==> src/rtl/vec_normalize.sv <==
// vec_normalize: unit vector u = x / n over four signed Q(W-FRAC).FRAC components, one shared restoring divider.
// Optional macro VEC_NORMALIZE_ROUND_EN selects round-half-away-from-zero instead of truncation.
module vec_normalize #(
    parameter int W    = 32,
    parameter int FRAC = 16
) (
    input  logic           clk,
    input  logic           reset,
    input  logic           in_valid,
    output logic           in_ready,
    input  logic [2*W-1:0] x1,
    input  logic [2*W-1:0] x2,
    input  logic [W-1:0]   n,
    output logic           out_valid,
    input  logic           out_ready,
    output logic [2*W-1:0] u1,
    output logic [2*W-1:0] u2,
    output logic           div_zero
);
    localparam int DW = W + FRAC;
    localparam int CW = $clog2(DW);
    localparam logic [DW:0] MAX_POS = {{(DW-W+2){1'b0}}, {(W-1){1'b1}}};
    localparam logic [DW:0] MAX_NEG = MAX_POS + (DW+1)'(1);

    typedef enum logic [1:0] {IDLE, DIV, FIX, DONE} state_t;

    state_t        state, state_next;
    logic [W-1:0]  comp [4];
    logic [W-1:0]  u_r  [4];
    logic [W-1:0]  n_r;
    logic          zero_r;
    logic          neg;
    logic [1:0]    k;
    logic [CW-1:0] cnt;
    logic [DW-1:0] sr;
    logic [W-1:0]  rem;
    logic [W:0]    rem_shift;
    logic          ge;
    logic [W-1:0]  rem_next;
    logic [DW:0]   mag;
    logic [W-1:0]  fix_val;
    logic [W-1:0]  next_comp;

    function automatic logic [W-1:0] abs_w(input logic [W-1:0] v);
        return v[W-1] ? (~v + W'(1)) : v;
    endfunction

    always_ff @(posedge clk) begin
        if (reset)
            state <= IDLE;
        else
            state <= state_next;
    end

    always_comb begin
        state_next = state;
        case (state)
            IDLE:    if (in_valid) state_next = DIV;
            DIV:     if (cnt == CW'(DW-1)) state_next = FIX;
            FIX:     state_next = (k == 2'd3) ? DONE : DIV;
            DONE:    if (out_ready) state_next = IDLE;
            default: state_next = IDLE;
        endcase
    end

    always_comb begin
        in_ready  = (state == IDLE);
        out_valid = (state == DONE);
        u1        = {u_r[0], u_r[1]};
        u2        = {u_r[2], u_r[3]};
        div_zero  = zero_r;
    end

    // sr holds the remaining dividend bits on the left and collects quotient bits on the right
    always_comb begin
        rem_shift = {rem, sr[DW-1]};
        ge        = rem_shift >= {1'b0, n_r};
        rem_next  = ge ? W'(rem_shift - {1'b0, n_r}) : rem_shift[W-1:0];
        next_comp = comp[k + 2'd1];
    end

    always_comb begin
`ifdef VEC_NORMALIZE_ROUND_EN
        mag = {1'b0, sr} + (DW+1)'({rem, 1'b0} >= {1'b0, n_r});
`else
        mag = {1'b0, sr};
`endif
        fix_val = '0;
        if (zero_r)
            fix_val = '0;
        else if (neg)
            fix_val = (mag > MAX_NEG) ? {1'b1, {(W-1){1'b0}}} : (~mag[W-1:0] + W'(1));
        else
            fix_val = (mag > MAX_POS) ? {1'b0, {(W-1){1'b1}}} : mag[W-1:0];
    end

    always_ff @(posedge clk) begin
        if (reset) begin
            for (int i = 0; i < 4; i++) begin
                comp[i] <= '0;
                u_r[i]  <= '0;
            end
            n_r    <= '0;
            zero_r <= 1'b0;
            neg    <= 1'b0;
            k      <= '0;
            cnt    <= '0;
            sr     <= '0;
            rem    <= '0;
        end else begin
            case (state)
                IDLE: begin
                    if (in_valid) begin
                        comp[0] <= x1[2*W-1:W];
                        comp[1] <= x1[W-1:0];
                        comp[2] <= x2[2*W-1:W];
                        comp[3] <= x2[W-1:0];
                        n_r     <= n;
                        zero_r  <= (n == '0);
                        k       <= '0;
                        sr      <= {abs_w(x1[2*W-1:W]), {FRAC{1'b0}}};
                        rem     <= '0;
                        cnt     <= '0;
                        neg     <= x1[2*W-1];
                    end
                end
                DIV: begin
                    sr  <= {sr[DW-2:0], ge};
                    rem <= rem_next;
                    cnt <= cnt + CW'(1);
                end
                FIX: begin
                    u_r[k] <= fix_val;
                    if (k != 2'd3) begin
                        k   <= k + 2'd1;
                        sr  <= {abs_w(next_comp), {FRAC{1'b0}}};
                        rem <= '0;
                        cnt <= '0;
                        neg <= next_comp[W-1];
                    end
                end
                default: ;
            endcase
        end
    end
endmodule

==> config.mk <==
export PLATFORM = sky130hd
export DESIGN_NAME = vec_normalize
export DESIGN_NICKNAME = d
export VERILOG_FILES = /design/src/rtl/vec_normalize.sv
export SDC_FILE = /design/constraint.sdc
export NUM_CORES = 1
export LEC_CHECK = 0
export ABC_AREA = 1
export BUFFER_PORTS_ARGS = -buffer_cell sky130_fd_sc_hd__buf_2
export CORE_MARGIN = 1.5
export CORE_UTILIZATION = 57
export DETAILED_ROUTE_END_ITERATION = 7
export GPL_TIMING_DRIVEN = 0
export PLACE_DENSITY_LB_ADDON = 0.1
export SETUP_SLACK_MARGIN = 0.3
export SLEW_MARGIN = 20
export SYNTH_ARGS = -nofsm -noshare
export SYNTH_HDL_FRONTEND = slang
export SYNTH_SLANG_ARGS = --single-unit
==> constraint.sdc <==
create_clock -name clk -period 7.7 [get_ports clk]
set_input_delay 0.385 -clock clk [delete_from_list [all_inputs] [get_ports clk]]
set_output_delay 0.385 -clock clk [all_outputs]
set_load 0.005 [all_outputs]
==> run_results.csv <==
group,metric,value,unit
timing,fin_crit,3230,ps
critical_path,required,7790,ps
finish,final_area,24600,sq um
timing,hold_slack,66.0,ps
synthesis,synth_top_cells_by_count,"596 x nand2_1, 376 x nor2_1, 331 x inv_1, 256 x edfxtp_1, 216 x nand3_1",
global_route,grt_pass1_wl,100,mm
route,dr.pass1.iters,6,
critical_path,crit_family,"simple AND/OR/NAND/NOR gates",
synthesis,synth_top_family_by_area,"simple AND/OR/NAND/NOR gates",
global_route,grt.overflow.total,0,
floorplanning,dieArea,38100,sq um
synthesis,synth_xor_area_frac,0.0192,
timing,worst_slew_pin_slew,1050,ps
synthesis,synthAdderAreaFrac,0.0253,
critical_path,crit_path_top_delay_cell,"nand2_2",
timing,hold_viol_final,0,
synthesis,yosysTopAreaCell,"edfxtp_1",
placed_design,place.detailed.hpwl,49.2,mm
job,drv_cap,0,
floorplanning,start_util,0.577,
synthesis,synth_edf_count,256,
synthesis,synth.mux.area_fraction,0.00107,
critical_path,max_stage_delay,640,ps
finish,final_layout_size_suffix_gt1_frac,0.168,
clock_network,clockBufferDepth,3,
finish,nets,3228,
clock_network,cts.clk_slew.worst_paths,60,ps
critical_path,crit_chain,"inv_1 > ha_1 > buf_2 > inv_1 > nor2_1 > inv_1 > nor2_1 > nand2_1 > clkbuf_1 > nand2_2",
clock_network,cts_resized,0,
global_route,grt_pass1_vias,18800,
synthesis,synth_area,21000,sq um
route,ant_nets,0,
route,drt_first_iter_violations,1943,
global_route,grt_max_degree,60,
power,powerDensity,428,nW/um^2
synthesis,yosys_warnings,0,
synthesis,ys_ff_latch,380,
timing,setup_viol,0,
synthesis,netlist.area_leader.share,0.365,
clock_network,htree_levels,2,
synthesis,synthFlopType,"edfxtp_1",
critical_path,crit_path_end_kind,"flip-flop",
floorplanning,die_w,195,um
synthesis,yosys.area_share.simple,0.286,
placed_design,placedCellCount,3446,
synthesis,synth.most_common_cell,"nand2_1",
synthesis,synth_compound_area_frac,0.0951,
critical_path,critPathKind,"flip-flop to flip-flop",
placed_design,io_buffer_count,294,
critical_path,crit_buf_inv,5,
power,vdd_drop_max,0.337,mV
clock_network,cts-root-buf,"clkbuf_16",
timing,rsz0062_at_grt,"no",
clock_network,cts_sinks,380,
synthesis,synth_area_leaders,"edfxtp_1 37%, dfxtp_1 12%, nand2_1 11%",
finish,area_growth,17.2,%
timing,finClkSkew,30.1,ps
timing,drv_slew,0,
floorplanning,ioPinCount,295,
critical_path,cp-start-kind,"flip-flop",
global_route,antenna_found_initial,4,
clock_network,cts_hold_buf,0,
clock_network,post_cts_buffers,0,
synthesis,ys_seq_area_frac,0.483,
route,viasPerCell,5.58,
timing,fmax,0.309,GHz
finish,fin_cells,3526,
synthesis,syn_area_per_cell,7.86,sq um
synthesis,synthCells,2677,
floorplanning,core,36400,sq um
worst_hold_path,hold_path.class,"input pin to flip-flop",
power,finalPower,10.5,mW
power,p_leak,11.4,nW
synthesis,ys_async_sr_fraction,0,
placed_design,dpl_cell_area,23200,sq um
clock_network,cts_buffers,42,
critical_path,critPathMostFrequentCell,"inv_1",
route,wl_per_cell,18.3,um
timing,min_period_over_period,0.420,
global_route,grt_use_total,0.338,
floorplanning,die_y,195,um
timing,finalSetupTns,0,ps
critical_path,arrival,3330,ps
floorplanning,num_rows,70,
route,drc,0,
clock_network,cts_tree,"yes",
route,via_count,19700,
critical_path,cp_max_fo,32,
route,routed_wirelength,64.6,mm
synthesis,syn_nets,2883,
synthesis,synth_cell_type_count,54,
status,outcome,"finished, final reports clean",
timing,slew_headroom,0.293,
clock_network,clock_latency,580,ps
placed_design,gp_congestion,1.02,
stage by stage:
step                 util  setup WS [ps]
floorplan               -           2540
CTS                 0.676           4500
global route        0.676           4290
finish              0.676           4470
detailed placement  0.638           4540
global placement    0.634            802
report_power, final:
group	switching, mW	internal [mW]
Sequential	0.209	2.66
Clock	0.818	1.20
Combinational	3.84	1.82
Total	4.87	5.67
cell usage in the layout, fill, tap and decap left out, drive strengths merged, types with 3 or more instances in the layout:
cell type  netlist  routed
o31ai            5       5
xor2            21      21
nor3b            3       3
clkbuf          61     132
diode            0       3
ha              41      41
o211ai           6       6
edfxtp         256     256
o22ai           22      22
buf             52     353
o21ai          124     124
nor4             8       8
inv            350     352
a21o             4       4
xnor2           25      25
nor2           396     396
and2             5       5
nand4           31      31
dfxtp          124     124
a211oi           3       3
nand2          622     622
nand3b          46      46
clkinv           1       3
a31oi           11      11
a21oi          178     178
nand3          221     221
or2              3       3
a221oi           4       4
nor3            43      43
path summary, 6_finish.rpt:
kind | slack (ps) | endpoint | from | cells after the start
setup / recovery | 4470 | u_r[0][8] | state[0] | 10
hold / removal | 70 | n_r[4] | n[4] | 3
setup reg to reg | 4470 | u_r[0][8] | state[0] | 10
hold reg to reg | 480 | n_r[5] | n_r[5] | 2
worst min-delay path, cell delays in order:
cell and delay, ps:
buf_2 90, nand3_1 60, o21ai_0 60
sequential cells by signal, indices dropped and copies added, names as in the netlist, 2 cells and up:
name / count
cnt: 6
comp: 128
k: 2
n_r: 32
rem: 32
sr: 48
state: 2
u_r: 128
layout make-up:
cell class	count	area (sq um)
fillers	3147	11800
flip-flops and latches	380	10200
multi-input cells	1833	8990
repair buffers	301	1600
clock buffers	71	1320
inverters	351	1320
well taps	468	586
plain buffers	113	577
clock inverters	6	68.8
diodes	3	7.51
logic make-up after synthesis:
| family | count (synthesis) |
|---|---|
| AO/OA/AOI/OAI | 364 |
| multiplexers | 1 |
| adder cells (fa/ha/maj) | 42 |
| XOR/XNOR | 46 |
| flip-flops | 380 |
| buffers and inverters | 464 |
| AND/OR/NAND/NOR | 1380 |
routing by layer:
metal | wire (um) | track usage
met5 | 0 | 0
met2 | 29100 | 0.538
met4 | 2280 | 0.135
met1 | 27700 | 0.462
met3 | 5470 | 0.0565
Note: power is estimated with default switching activity, not from simulation.
